--- src/rtl/fns_serial_dec.sv ---
// fns_serial_dec: serial FNS/CAC codeword decoder, one 4-bit group per cycle.
// Define FNS_SERIAL_OVF_CHK_EN to build carry-out detection driving ovf.
module fns_serial_dec #(
   parameter int CW = 16,
   parameter int DW = 12
) (
   input  logic          clk,
   input  logic          rst_n,
   input  logic          in_valid,
   output logic          in_ready,
   input  logic [CW-1:0] codein,
   input  logic [CW-1:0] en_flag,
   output logic          out_valid,
   input  logic          out_ready,
   output logic [DW-1:0] dataout,
   output logic          ovf
);

   localparam int NG = CW / 4;
   localparam int GW = (NG > 1) ? $clog2(NG) : 1;
`ifdef FNS_SERIAL_OVF_CHK_EN
   localparam int XW = DW + 3;
`else
   localparam int XW = DW;
`endif

   localparam logic [1:0] IDLE = 2'd0;
   localparam logic [1:0] RUN  = 2'd1;
   localparam logic [1:0] DONE = 2'd2;

   localparam logic [GW-1:0] G_LAST = GW'(NG - 1);

   logic [1:0]    state_q, state_d;
   logic [CW-1:0] sr_q, sr_d;
   logic [DW-1:0] acc_q, acc_d;
   logic [DW-1:0] fa_q, fa_d;
   logic [DW-1:0] fb_q, fb_d;
   logic [GW-1:0] g_q, g_d;

   logic [3:0]    b;
   logic [XW-1:0] fa_x, fb_x, w2_x, w3_x;
   logic [XW-1:0] gsum_x, acc_x, nfa_x, nfb_x;

   // Extended width keeps every carry of the group sum and weight update.
   assign b      = sr_q[3:0];
   assign fa_x   = XW'(fa_q);
   assign fb_x   = XW'(fb_q);
   assign w2_x   = fa_x + fb_x;
   assign w3_x   = w2_x + fb_x;
   assign gsum_x = ({XW{b[0]}} & fa_x)
                 + ({XW{b[1]}} & fb_x)
                 + ({XW{b[2]}} & w2_x)
                 + ({XW{b[3]}} & w3_x);
   assign acc_x  = XW'(acc_q) + gsum_x;
   assign nfa_x  = w2_x + w3_x;
   assign nfb_x  = nfa_x + w3_x;

`ifdef FNS_SERIAL_OVF_CHK_EN
   logic ovf_q, ovf_d;
   logic carry;

   assign carry = |{acc_x[XW-1:DW], nfa_x[XW-1:DW], nfb_x[XW-1:DW]};
   assign ovf   = ovf_q;
`else
   assign ovf = 1'b0;
`endif

   assign in_ready  = (state_q == IDLE);
   assign out_valid = (state_q == DONE);
   assign dataout   = acc_q;

   always_comb begin
      state_d = state_q;
      sr_d    = sr_q;
      acc_d   = acc_q;
      fa_d    = fa_q;
      fb_d    = fb_q;
      g_d     = g_q;
`ifdef FNS_SERIAL_OVF_CHK_EN
      ovf_d   = ovf_q;
`endif
      unique case (state_q)
         IDLE: begin
            if (in_valid) begin
               state_d = RUN;
               sr_d    = codein & en_flag;
               acc_d   = '0;
               fa_d    = DW'(1);
               fb_d    = DW'(1);
               g_d     = '0;
`ifdef FNS_SERIAL_OVF_CHK_EN
               ovf_d   = 1'b0;
`endif
            end
         end
         RUN: begin
            sr_d  = sr_q >> 4;
            acc_d = acc_x[DW-1:0];
            fa_d  = nfa_x[DW-1:0];
            fb_d  = nfb_x[DW-1:0];
            g_d   = g_q + 1'b1;
`ifdef FNS_SERIAL_OVF_CHK_EN
            ovf_d = ovf_q | carry;
`endif
            if (g_q == G_LAST) begin
               state_d = DONE;
            end
         end
         DONE: begin
            if (out_ready) begin
               state_d = IDLE;
            end
         end
         default: state_d = IDLE;
      endcase
   end

   always_ff @(posedge clk or negedge rst_n) begin
      if (!rst_n) begin
         state_q <= IDLE;
         sr_q    <= '0;
         acc_q   <= '0;
         fa_q    <= DW'(1);
         fb_q    <= DW'(1);
         g_q     <= '0;
      end else begin
         state_q <= state_d;
         sr_q    <= sr_d;
         acc_q   <= acc_d;
         fa_q    <= fa_d;
         fb_q    <= fb_d;
         g_q     <= g_d;
      end
   end

`ifdef FNS_SERIAL_OVF_CHK_EN
   always_ff @(posedge clk or negedge rst_n) begin
      if (!rst_n) begin
         ovf_q <= 1'b0;
      end else begin
         ovf_q <= ovf_d;
      end
   end
`endif

endmodule

--- config.mk ---
export PLATFORM = sky130hd
export DESIGN_NAME = fns_serial_dec
export DESIGN_NICKNAME = d
export VERILOG_FILES = /design/src/rtl/fns_serial_dec.sv
export SDC_FILE = /design/constraint.sdc
export NUM_CORES = 1
export LEC_CHECK = 0
export BUFFER_PORTS_ARGS = -buffer_cell sky130_fd_sc_hd__buf_2
export CORE_MARGIN = 3
export CORE_UTILIZATION = 40
export DETAILED_ROUTE_END_ITERATION = 16
export RECOVER_POWER = 100
export SYNTH_ARGS = -nofsm -noshare
export SYNTH_HDL_FRONTEND = slang
export SYNTH_SLANG_ARGS = --single-unit
--- constraint.sdc ---
create_clock -name clk -period 5.55 [get_ports clk]
set_clock_uncertainty 0.15 [all_clocks]
set_input_delay 0.555 -clock clk [delete_from_list [all_inputs] [get_ports clk]]
set_output_delay 0.555 -clock clk [all_outputs]
set_load 0.01 [all_outputs]
==> out/summary.txt <==
Largest net degree at the start of global routing: 57
Hold/Removal Path Class: in -> reg
RSZ-0062 raised after global routing: true
Die height: 125 um
Root Driver: clkbuf_16
#FFs+latches synth: 56
Placer congestion estimate: 0.915
Area leader, netlist: dfrtp_1
Worst Path Required: 5640 ps
Ys flop type: dfrtp_1
Synthesized Nets: 729
Crit share post-route: 0.964
Asr flop ratio synth: 1.00
CTS max path bufs: 2
Starting Density: 0.418
WL/cell: 17.6 um
Failing checks: capacitance limit, slew limit
Worst-path clk slew: 90 ps
Clock Latency Late Sink: 320 ps
P&R area growth vs syn: 18.9%
Cells after Synth: 600
TritonCTS clock tree: built
Post-synth EDFFs: 0
Critical Path AT: 5450 ps
Final wirelength: 15100 um
Fmax: 187 MHz
Status: finished, violations left
CP Capture Type: flip-flop
Nets: 809
Final setup violation count: 0
Die ar.: 15600 sq um
Port bufs: 49
Max FO, Critical Path: 3
MaxCap Viol Count: 1
Final cell count without fillers: 857
Unique masters post-synth: 57
First-pass GRT wire length: 24600 um
Synth area leaders: dfrtp_1, fa_1, ha_1
Vias per inst: 5.42
Num rows: 42
Share of layout cells above drive strength 1: 0.220
Die W: 125 um
Crit start category: flip-flop
Mean Syn Cell Area: 9.44 sq um
# DRC: 0
Seq/Total Area, Yosys: 0.248
CTS Hold Bufs: 0
Final Max Tran Viols: 57
Post-Syn Area: 5660 sq um
Htree depth: 2
Area of the core: 13600 sq um
Drt pass-1 iters: 4
GRT Residual Overflow: 0
I/O pin count: 51
Fin crit period: 5350 ps
Final hold vios: 0
Sink Count: 56
Iteration-0 DRC Markers: 134
Least-Margin Pin Slew: 3270 ps
Post-synth top area share: 0.239
Yosys warns: 0
Vias in the first global route: 4813
Antenna violations before repair: 0
Via Count: 4644
Dpl hpwl: 11200 um
Final antenna diode count: 0
Relative slew slack: -1.18
Dpl cells: 841
Total CTS buffers: 5
CP Class: reg -> reg
Total GRT Usage: 0.193
Post-route ant nets: 0
cell usage in the layout (no fill, tap or decap), types with 4 or more instances in the layout:
cell type | netlist | final
nand2_1 | 57 | 57
dfrtp_1 | 54 | 54
ha_1 | 57 | 52
buf_4 | 2 | 45
and2_1 | 45 | 44
fa_1 | 36 | 35
buf_2 | 0 | 35
xnor2_1 | 33 | 28
a21oi_1 | 36 | 28
nor2_1 | 30 | 27
inv_1 | 27 | 27
o21ai_0 | 27 | 23
a22o_1 | 19 | 19
xor2_1 | 17 | 16
clkbuf_1 | 18 | 15
a21o_1 | 14 | 14
nor3_1 | 16 | 13
nand3_1 | 12 | 12
mux2_2 | 10 | 10
o21bai_1 | 10 | 9
o22a_1 | 9 | 9
a21oi_2 | 0 | 6
nand2b_1 | 5 | 5
nor2b_1 | 7 | 5
xnor2_2 | 0 | 5
clkbuf_16 | 0 | 5
nand4b_1 | 4 | 4
metrics by stage:
| step | worst slack, ps | util | area (sq um) | hold slack (ps) | setup TNS [ps] |
|---|---|---|---|---|---|
| CTS | 1.06 | 0.478 | 6480 | 285 | 0 |
| global route | -114 | 0.496 | 6730 | 328 | -114 |
| floorplan | 104 | - | 5660 | 109 | 0 |
| global placement | -99.6 | 0.465 | 6310 | 336 | -99.6 |
| finish | 199 | 0.496 | 6730 | 327 | 0 |
| detailed placement | -229 | 0.465 | 6310 | 343 | -229 |
cell type report:
| class | count | area [sq um] |
|---|---|---|
| fill | 1307 | 6830 |
| multi-input combinational | 495 | 4280 |
| sequential | 56 | 1400 |
| timing repair buffer | 95 | 569 |
| tap | 176 | 220 |
| clock buffer | 5 | 125 |
| inverter | 27 | 101 |
| clock inverter | 3 | 28.8 |
repair_timing:
item | in CTS | in global routing
hold endpoints to repair | 0 | 0
gates resized for setup | 10 | 41
setup endpoints to repair | 1 | 3
pin swaps | 0 | 30
setup buffers | 0 | 8
logic make-up (layout without fill, tap and decap cells):
kind of cell | after synthesis | after routing | synth area share
xor+xnor | 51 | 51 | 0.0813
compound gates | 146 | 146 | 0.183
flops | 56 | 56 | 0.248
fa+ha+maj | 93 | 93 | 0.253
buf+inv | 49 | 130 | 0.0373
mux | 11 | 11 | 0.0217
simple gates | 193 | 193 | 0.174
other cells | 1 | 1 | 0.000662
routing by layer:
layer  GRT usage  share of wire  up-vias
li1            -              -     2265
met1       0.273           0.48     2305
met2       0.321           0.48       64
met3      0.0235          0.025       10
met4      0.0415         0.0095        0
met5           0              0        -
synthesized netlist by cell type (3+ instances only):
cell,n
o21ai_0,27
nand3_1,12
mux2_2,10
fa_1,36
a211oi_1,4
xor2_1,17
nor2_1,30
a22o_1,19
a31oi_1,4
a21oi_1,36
ha_1,57
a21o_1,14
inv_1,27
dfrtp_1,54
xnor2_1,33
nand4b_1,4
nor4b_1,3
and2_1,45
nor2b_1,7
o21bai_1,10
nand2_1,57
o21a_1,3
nor3b_1,3
nand2b_1,5
or3_1,3
nor3_1,16
o22a_1,9
clkbuf_1,18
worst max-delay path: stages (launching register included):
cell	delay [ps]
dfstp_2	390
ha_4	160
fa_2	400
xor2_1	210
ha_1	280
nor2b_1	130
o21ai_1	260
a21boi_2	120
o21ai_2	190
a21boi_4	90
o21ai_2	150
nand2_1	110
xor2_2	230
ha_4	240
and2_4	140
a22o_1	180
a31oi_2	190
nor2b_4	190
xnor2_2	80
ha_2	180
or3_1	320
a211oi_2	230
nor3_2	70
xnor2_1	130
xnor2_1	220
a21oi_1	90
o22ai_1	130
flip-flops by register name (all words and copies together) (netlist names):
name / cells
sr_q: 16
g_q: 2
fb_q: 12
dataout: 12
state_q: 2
fa_q: 12
worst paths after layout:
kind / cells past startpoint / startpoint / to / slack (ps)
hold reg to reg: 1 / sr_q[8]$_DFFE_PN0P_ / sr_q[8]$_DFFE_PN0P_ / 360
setup / recovery: 26 / fa_q[0]$_DFFE_PN1P_ / fb_q[11]$_DFFE_PN0P_ / 200
hold / removal: 3 / en_flag[12] / sr_q[12]$_DFFE_PN0P_ / 330
min in group asynchronous: 2 / rst_n / dataout[1]$_DFFE_PN0P_ / 1280
setup reg to reg: 26 / fa_q[0]$_DFFE_PN1P_ / fb_q[11]$_DFFE_PN0P_ / 200
max in group asynchronous: 2 / rst_n / sr_q[0]$_DFFE_PN0P_ / 2140
Power is not shown: default switching activity piles up to over one toggle a cycle in this logic, so the estimate is an artifact.
